File: src/rtl/bomb_scheduler.sv
`default_nettype none
// ============================================================================
//  Module      : bomb_scheduler
//  Description : Six-slot bomb table. Arbitrates placement requests from two
//                players, runs fuse/blast timers on the game tick, serialises
//                detonation events and offers a combinational slot read port.
//  Revision    : 1.0 - initial release
// ============================================================================
module bomb_scheduler #(
  parameter int FUSE_TICKS     = 12,
  parameter int BLAST_TICKS    = 4,
  parameter int MAX_PER_PLAYER = 3
) (
  input  logic       clock,
  input  logic       reset,
  input  logic       tick,
  input  logic       clear,
  input  logic       p1_place,
  input  logic [3:0] p1_col,
  input  logic [3:0] p1_row,
  input  logic       p2_place,
  input  logic [3:0] p2_col,
  input  logic [3:0] p2_row,
  output logic       p1_ack,
  output logic       p1_nack,
  output logic       p2_ack,
  output logic       p2_nack,
  output logic [1:0] p1_count,
  output logic [1:0] p2_count,
  input  logic [2:0] rd_id,
  output logic       rd_valid,
  output logic       rd_exploding,
  output logic       rd_owner,
  output logic [3:0] rd_col,
  output logic [3:0] rd_row,
  output logic       explode_valid,
  output logic [3:0] explode_col,
  output logic [3:0] explode_row
);

  localparam int         NUM_SLOTS = 6;
  localparam logic [3:0] C_FUSE    = 4'(FUSE_TICKS);
  localparam logic [3:0] C_BLAST   = 4'(BLAST_TICKS);
  localparam logic [1:0] C_MAX_CNT = 2'(MAX_PER_PLAYER);

  typedef enum logic [1:0] {
    SLOT_FREE  = 2'd0,
    SLOT_ARMED = 2'd1,
    SLOT_BLAST = 2'd2
  } slot_state_e;

  // Per-slot state
  slot_state_e st_q    [NUM_SLOTS];
  slot_state_e st_d    [NUM_SLOTS];
  logic [3:0]  tmr_q   [NUM_SLOTS];
  logic [3:0]  tmr_d   [NUM_SLOTS];
  logic        owner_q [NUM_SLOTS];
  logic        owner_d [NUM_SLOTS];
  logic [3:0]  col_q   [NUM_SLOTS];
  logic [3:0]  col_d   [NUM_SLOTS];
  logic [3:0]  row_q   [NUM_SLOTS];
  logic [3:0]  row_d   [NUM_SLOTS];

  // Shared state
  logic [5:0] pend_q, pend_d;
  logic [1:0] p1_cnt_q, p1_cnt_d;
  logic [1:0] p2_cnt_q, p2_cnt_d;
  logic       prio_p2_q, prio_p2_d;
  logic       p1_served_q, p1_served_d;
  logic       p2_served_q, p2_served_d;
  logic       p1_ack_q, p1_ack_d, p1_nack_q, p1_nack_d;
  logic       p2_ack_q, p2_ack_d, p2_nack_q, p2_nack_d;
  logic       expl_valid_q, expl_valid_d;
  logic [3:0] expl_col_q, expl_col_d;
  logic [3:0] expl_row_q, expl_row_d;

  // Combinational helpers
  logic       new1, new2, sel_p2, req_any, grant;
  logic       free_found, dup_hit, emit_found;
  logic [2:0] free_idx, emit_idx;
  logic [3:0] req_col, req_row;
  logic [1:0] req_cnt;
  logic [2:0] p1_freed, p2_freed;
  logic [2:0] p1_next, p2_next;

  // Next-state: arbitration, tick processing, detonation serialisation
  always_comb begin
    for (int i = 0; i < NUM_SLOTS; i++) begin
      st_d[i]    = st_q[i];
      tmr_d[i]   = tmr_q[i];
      owner_d[i] = owner_q[i];
      col_d[i]   = col_q[i];
      row_d[i]   = row_q[i];
    end
    pend_d       = pend_q;
    p1_cnt_d     = p1_cnt_q;
    p2_cnt_d     = p2_cnt_q;
    prio_p2_d    = prio_p2_q;
    p1_ack_d     = 1'b0;
    p1_nack_d    = 1'b0;
    p2_ack_d     = 1'b0;
    p2_nack_d    = 1'b0;
    expl_valid_d = 1'b0;
    expl_col_d   = 4'd0;
    expl_row_d   = 4'd0;
    p1_freed     = 3'd0;
    p2_freed     = 3'd0;
    p1_next      = {1'b0, p1_cnt_q};
    p2_next      = {1'b0, p2_cnt_q};

    // A held request is served once; the flag drops when the level drops
    p1_served_d = p1_place & p1_served_q;
    p2_served_d = p2_place & p2_served_q;

    new1    = p1_place & ~p1_served_q;
    new2    = p2_place & ~p2_served_q;
    sel_p2  = new2 & (~new1 | prio_p2_q);
    req_any = new1 | new2;
    req_col = sel_p2 ? p2_col : p1_col;
    req_row = sel_p2 ? p2_row : p1_row;
    req_cnt = sel_p2 ? p2_cnt_q : p1_cnt_q;

    // Allocation and collision checks look at pre-tick slot state only
    free_found = 1'b0;
    free_idx   = 3'd0;
    dup_hit    = 1'b0;
    for (int i = 0; i < NUM_SLOTS; i++) begin
      if (st_q[i] == SLOT_FREE) begin
        if (!free_found) begin
          free_found = 1'b1;
          free_idx   = 3'(i);
        end
      end else if (col_q[i] == req_col && row_q[i] == req_row) begin
        dup_hit = 1'b1;
      end
    end
    grant = req_any & free_found & ~dup_hit & (req_cnt != C_MAX_CNT);

    emit_found = 1'b0;
    emit_idx   = 3'd0;
    for (int i = 0; i < NUM_SLOTS; i++) begin
      if (pend_q[i] && !emit_found) begin
        emit_found = 1'b1;
        emit_idx   = 3'(i);
      end
    end

    if (clear) begin
      for (int i = 0; i < NUM_SLOTS; i++) begin
        st_d[i]  = SLOT_FREE;
        tmr_d[i] = 4'd0;
      end
      pend_d    = 6'd0;
      p1_cnt_d  = 2'd0;
      p2_cnt_d  = 2'd0;
      prio_p2_d = 1'b0;
    end else begin
      // Only a contested cycle moves the fairness pointer, towards the loser
      if (new1 && new2) begin
        prio_p2_d = ~sel_p2;
      end
      if (req_any) begin
        if (sel_p2) begin
          p2_ack_d    = grant;
          p2_nack_d   = ~grant;
          p2_served_d = 1'b1;
        end else begin
          p1_ack_d    = grant;
          p1_nack_d   = ~grant;
          p1_served_d = 1'b1;
        end
      end

      if (emit_found) begin
        expl_valid_d     = 1'b1;
        expl_col_d       = col_q[emit_idx];
        expl_row_d       = row_q[emit_idx];
        pend_d[emit_idx] = 1'b0;
      end

      if (tick) begin
        for (int i = 0; i < NUM_SLOTS; i++) begin
          case (st_q[i])
            SLOT_ARMED: begin
              if (tmr_q[i] == 4'd1) begin
                st_d[i]   = SLOT_BLAST;
                tmr_d[i]  = C_BLAST;
                pend_d[i] = 1'b1;
              end else begin
                tmr_d[i] = tmr_q[i] - 4'd1;
              end
            end
            SLOT_BLAST: begin
              if (tmr_q[i] == 4'd1) begin
                st_d[i]  = SLOT_FREE;
                tmr_d[i] = 4'd0;
                if (owner_q[i]) p2_freed = p2_freed + 3'd1;
                else            p1_freed = p1_freed + 3'd1;
              end else begin
                tmr_d[i] = tmr_q[i] - 4'd1;
              end
            end
            default: ;
          endcase
        end
      end

      // Granted slot was FREE, so the tick loop above never touched it
      if (grant) begin
        st_d[free_idx]    = SLOT_ARMED;
        tmr_d[free_idx]   = C_FUSE;
        owner_d[free_idx] = sel_p2;
        col_d[free_idx]   = req_col;
        row_d[free_idx]   = req_row;
      end

      p1_next  = {1'b0, p1_cnt_q} + {2'b00, grant & ~sel_p2} - p1_freed;
      p2_next  = {1'b0, p2_cnt_q} + {2'b00, grant & sel_p2} - p2_freed;
      p1_cnt_d = p1_next[1:0];
      p2_cnt_d = p2_next[1:0];
    end
  end

  // State register with asynchronous reset
  always_ff @(posedge clock or posedge reset) begin
    if (reset) begin
      for (int i = 0; i < NUM_SLOTS; i++) begin
        st_q[i]    <= SLOT_FREE;
        tmr_q[i]   <= 4'd0;
        owner_q[i] <= 1'b0;
        col_q[i]   <= 4'd0;
        row_q[i]   <= 4'd0;
      end
      pend_q       <= 6'd0;
      p1_cnt_q     <= 2'd0;
      p2_cnt_q     <= 2'd0;
      prio_p2_q    <= 1'b0;
      p1_served_q  <= 1'b0;
      p2_served_q  <= 1'b0;
      p1_ack_q     <= 1'b0;
      p1_nack_q    <= 1'b0;
      p2_ack_q     <= 1'b0;
      p2_nack_q    <= 1'b0;
      expl_valid_q <= 1'b0;
      expl_col_q   <= 4'd0;
      expl_row_q   <= 4'd0;
    end else begin
      for (int i = 0; i < NUM_SLOTS; i++) begin
        st_q[i]    <= st_d[i];
        tmr_q[i]   <= tmr_d[i];
        owner_q[i] <= owner_d[i];
        col_q[i]   <= col_d[i];
        row_q[i]   <= row_d[i];
      end
      pend_q       <= pend_d;
      p1_cnt_q     <= p1_cnt_d;
      p2_cnt_q     <= p2_cnt_d;
      prio_p2_q    <= prio_p2_d;
      p1_served_q  <= p1_served_d;
      p2_served_q  <= p2_served_d;
      p1_ack_q     <= p1_ack_d;
      p1_nack_q    <= p1_nack_d;
      p2_ack_q     <= p2_ack_d;
      p2_nack_q    <= p2_nack_d;
      expl_valid_q <= expl_valid_d;
      expl_col_q   <= expl_col_d;
      expl_row_q   <= expl_row_d;
    end
  end

  // Read port: free slots and out-of-range ids read as all zeros
  always_comb begin
    rd_valid     = 1'b0;
    rd_exploding = 1'b0;
    rd_owner     = 1'b0;
    rd_col       = 4'd0;
    rd_row       = 4'd0;
    if (rd_id < 3'd6) begin
      if (st_q[rd_id] != SLOT_FREE) begin
        rd_valid     = 1'b1;
        rd_exploding = (st_q[rd_id] == SLOT_BLAST);
        rd_owner     = owner_q[rd_id];
        rd_col       = col_q[rd_id];
        rd_row       = row_q[rd_id];
      end
    end
  end

  assign p1_ack        = p1_ack_q;
  assign p1_nack       = p1_nack_q;
  assign p2_ack        = p2_ack_q;
  assign p2_nack       = p2_nack_q;
  assign p1_count      = p1_cnt_q;
  assign p2_count      = p2_cnt_q;
  assign explode_valid = expl_valid_q;
  assign explode_col   = expl_col_q;
  assign explode_row   = expl_row_q;

endmodule
`default_nettype wire

File: config.mk
export PLATFORM = sky130hd
export DESIGN_NAME = bomb_scheduler
export DESIGN_NICKNAME = d
export VERILOG_FILES = /design/src/rtl/bomb_scheduler.sv
export SDC_FILE = /design/constraint.sdc
export NUM_CORES = 1
export LEC_CHECK = 0
export ABC_AREA = 1
export CAP_MARGIN = 25
export CORE_MARGIN = 1
export CORE_UTILIZATION = 40
export DETAILED_ROUTE_END_ITERATION = 16
export GPL_ROUTABILITY_DRIVEN = 0
export GPL_TIMING_DRIVEN = 0
export PLACE_DENSITY_LB_ADDON = 0.05
export SLEW_MARGIN = 15
export SYNTH_ARGS = -nofsm -noshare
export SYNTH_HDL_FRONTEND = slang
export SYNTH_SLANG_ARGS = --single-unit
File: constraint.sdc
create_clock -name clock -period 5 [get_ports clock]
set_input_delay 0.75 -clock clock [delete_from_list [all_inputs] [get_ports clock]]
set_output_delay 0.75 -clock clock [all_outputs]
set_load 0.005 [all_outputs]
==> results.txt, run 1 <==
Hold Fails Final Rpt -> 0
utilization after layout -> 0.483
Worst Path Max Fanout -> 10
largest net degree at the start of global routing -> 61
Post-DRT Antenna Nets -> 0
pre-CTS setup slack -> 0.238 ns
R2R Path End -> p1_count[1]
EDFF count, synth -> 0
DIE WIDTH -> 150 um
vias in the first global route -> 8651
hold path depth -> 2
routed len/inst -> 19.1 um
root buf cell -> clkbuf_16
Non-Filler Instances -> 1703
GRT Resource Usage Total -> 0.303
I/O pins -> 53
Rel. slew slack -> 0.333
flop2flop setup slack -> 1.02 ns
Total Neg Setup Slack -> 0 ns
P&R area growth vs syn -> 17.0%
clock latency on the worst-skew pair -> 0.43 ns
Post-synth ARST share -> 1.00
hold_sp -> p1_served_q
worst r2r path cells -> 20
Placement Rows -> 53
Syn Area/Cell -> 6.53 sq um
mapped cell area -> 8780 sq um
initial antenna violation count -> 0
DRT Pass-1 Iters -> 8
Hold Slack -> 0.490 ns
clock slew at reported path FFs -> 0.06 ns
Pwr Density -> 438 nW/um^2
CP peak stage delay -> 0.76 ns
leakage -> 0.00525 uW
Final Max Slew Viols -> 0
initial core utilization -> 0.413
CP cell instances -> clkdlybuf4s50_1, inv_1, nor2_1, a32oi_1, nand2_1, clkinv_1, a21oi_1, clkdlybuf4s50_1
first-pass GRT wire length -> 50.5 mm
post_cts resized -> 0
chip height -> 150 um
worst setup path class -> in -> out
number of H-tree levels -> 4
drt total wl -> 32.6 mm
clk_skew -> 0.0113 ns
Core Region -> 21300 sq um
worst-margin pin slew -> 0.997 ns
fin worst setup slack -> 0.370 ns
CTS buffer count -> 17
Sink Count -> 116
Final HPWL DP -> 24.8 mm
die area -> 22600 sq um
Min-Delay Endpoint -> p1_served_q
dpl cells -> 1671
Top FF cell, synth -> dfrtp_1
Cells after Synth -> 1346
Final setup viols -> 0
Hold-fix buffers, CTS -> 0
Vias/cell -> 5.44
crit-path most repeated cell -> clkdlybuf4s50_1
post-synthesis sequential area ratio -> 0.330
diode count -> 0
status -> finished, final reports clean
Peak Freq -> 216 MHz
CP arrival -> 3.88 ns
FF-to-FF Start -> p2_served_q
DRC violation count after routing -> 0
period utilization -> 0.926
Critical Path RT -> 4.25 ns
fraction of layout cells with a size suffix above 1 -> 0.0574
syn nets -> 1407
min cycle time layout -> 4.63 ns
# port buffers -> 49
GRT overflow -> 0
delay-heaviest family, CP -> buffers and inverters
Crit path buffers/inverters -> 4
Iteration-0 DRC Markers -> 921
Yosys cell types -> 39
postcts setup bufs -> 0
crit path launch type -> input pin
nets -> 1476
Synth Register Bits -> 116
RSZ-0062 raised after global routing -> false
Critical Path End Type -> output port
worst vdd ir -> 233 uV
CTS tree -> built
Max-Cap Viols -> 0
Vias -> 9270
clk buf depth -> 2
worst hold path class -> reg -> reg
synth warn -> 0
CP max stage cell -> nor2_1
==> worst register-to-register path, cell delays in order, from the launching register on <==
cell and delay, ns:
dfrtp_1 0.40, nor2_4 0.30, nand2_2 0.14, buf_6 0.17, nand2_1 0.18, nand2_2 0.22, nor2_1 0.21, nor3_1 0.08
nand3_1 0.16, nand3_1 0.19, nor2_2 0.26, buf_2 0.38, nand2_1 0.15, ha_1 0.30, inv_1 0.04, ha_1 0.18
xnor2_1 0.16, xor2_1 0.20, nand2_1 0.07, nand2_1 0.05, nor2_1 0.05
==> synth_stat cells (2+ instances only) <==
| library cell | n | area, sq um |
|---|---|---|
| nand2_1 | 410 | 1540 |
| inv_1 | 170 | 638 |
| nor2_1 | 130 | 488 |
| dfrtp_1 | 116 | 2900 |
| nand3_1 | 98 | 490 |
| o21ai_0 | 95 | 475 |
| nand4_1 | 70 | 438 |
| a21oi_1 | 64 | 320 |
| ha_1 | 36 | 450 |
| clkbuf_1 | 32 | 120 |
| xor2_1 | 17 | 149 |
| nor3_1 | 14 | 70.1 |
| or2_2 | 12 | 75.1 |
| buf_4 | 9 | 67.6 |
| nand2_2 | 9 | 56.3 |
| o211ai_1 | 8 | 60.1 |
| a32oi_1 | 6 | 52.6 |
| buf_6 | 6 | 67.6 |
| nand3b_1 | 6 | 45.0 |
| a31oi_1 | 5 | 31.3 |
| buf_2 | 5 | 25.0 |
| clkinv_1 | 4 | 15.0 |
| nor2_4 | 3 | 33.8 |
| xnor2_1 | 3 | 26.3 |
| nor4_1 | 2 | 12.5 |
| o21bai_1 | 2 | 15.0 |
| o221ai_1 | 2 | 17.5 |
==> cells by family after synthesis <==
kind of cell / share of synthesized area
muxes: 0.00114
xor gates and xnor gates: 0.0199
and+or+nand+nor: 0.375
AOI/OAI and AO/OA: 0.115
adders and majority gates: 0.0513
buffers and inverters: 0.107
DFF: 0.330
==> cell type report <==
type                    count  area (sq um)
fillers                  2214         11000
multi-input cells        1003          4940
flip-flops and latches    116          2900
inverters                 174           658
repair buffers             50           518
clock buffers              17           425
well taps                 275           344
plain buffers              53           284
clock inverters            15           205
==> worst max path at each step <==
| stage | cells past startpoint | endpoint | from | slack, ns |
|---|---|---|---|---|
| 6_report | 8 | rd_col[3] | rd_id[2] | 0.37 |
| 5_1_grt | 22 | p1_count[1] | p2_place | 0.27 |
| 4_1_cts | 8 | rd_col[3] | rd_id[2] | 0.53 |
| 3_5_place_dp | 22 | p1_count[1] | p2_place | 0.24 |
| 3_3_place_gp | 2 | row_q[10] | reset | -0.88 |
| 2_1_floorplan | 1 | col_q[0] | reset | 1.18 |
==> placed cells by master (no fill, tap or decap), types with 5 or more instances in the layout <==
| cell | count |
|---|---|
| a21oi_1 | 64 |
| a31oi_1 | 5 |
| a32oi_1 | 6 |
| buf_2 | 5 |
| buf_4 | 9 |
| buf_6 | 6 |
| clkbuf_1 | 32 |
| clkbuf_16 | 17 |
| clkdlybuf4s50_1 | 49 |
| dfrtp_1 | 116 |
| ha_1 | 36 |
| inv_1 | 169 |
| nand2_1 | 410 |
| nand2_2 | 9 |
| nand3_1 | 98 |
| nand3b_1 | 6 |
| nand4_1 | 70 |
| nor2_1 | 130 |
| nor3_1 | 14 |
| o211ai_1 | 8 |
| o21ai_0 | 95 |
| or2_2 | 12 |
| xor2_1 | 17 |
==> where the power goes <==
group | total, uW | internal [uW] | switching (uW) | leakage, uW
logic | 1750 | 592 | 1150 | 0.00340
registers | 1420 | 1160 | 257 | 0.00155
clock network | 1340 | 837 | 502 | 0.000300
==> flip-flops by register name, indices dropped and copies added, names as in the netlist <==
register,flops
owner_q,6
explode_row,4
p1_ack,1
col_q,24
p2_served_q,1
p2_nack,1
explode_col,4
p1_served_q,1
pend_q,6
prio_p2_q,1
row_q,24
explode_valid,1
p1_nack,1
p2_count,2
tmr_q,24
p2_ack,1
p1_count,2
st_q,12
==> per-layer routing <==
metal | track usage | vias up | share of wire
met4 | 0.0828 | 0 | 0.020
met3 | 0.0597 | 57 | 0.087
met1 | 0.439 | 4321 | 0.47
li1 | - | 4502 | -
met5 | 0 | - | 0
met2 | 0.455 | 390 | 0.42
==> metrics by stage <==
| stage | cell area [sq um] | total power, uW |
|---|---|---|
| global placement | 9620 | 3110 |
| floorplan | 8780 | 2540 |
| CTS | 10300 | 4480 |
| finish | 10300 | 4500 |
| detailed placement | 9650 | 3130 |
| global route | 10300 | 4810 |
(Power assumes the default switching activity.)
==> inputs of run 2 (changes only) <==
- clock period: 5 -> 5.3 ns (I/O delays scaled with it)
==> results of run 2 <==
The final DEF is identical to that of run 1. Status: finished, final reports clean.
Main changes from that run: setup slack after placement 0.238 ns -> 0.493 ns; setup slack after layout 0.370 ns -> 0.580 ns; register-to-register setup slack 1.02 ns -> 1.32 ns; total power 4500 uW -> 4240 uW; worst IR drop on VDD 233 uV -> 219 uV
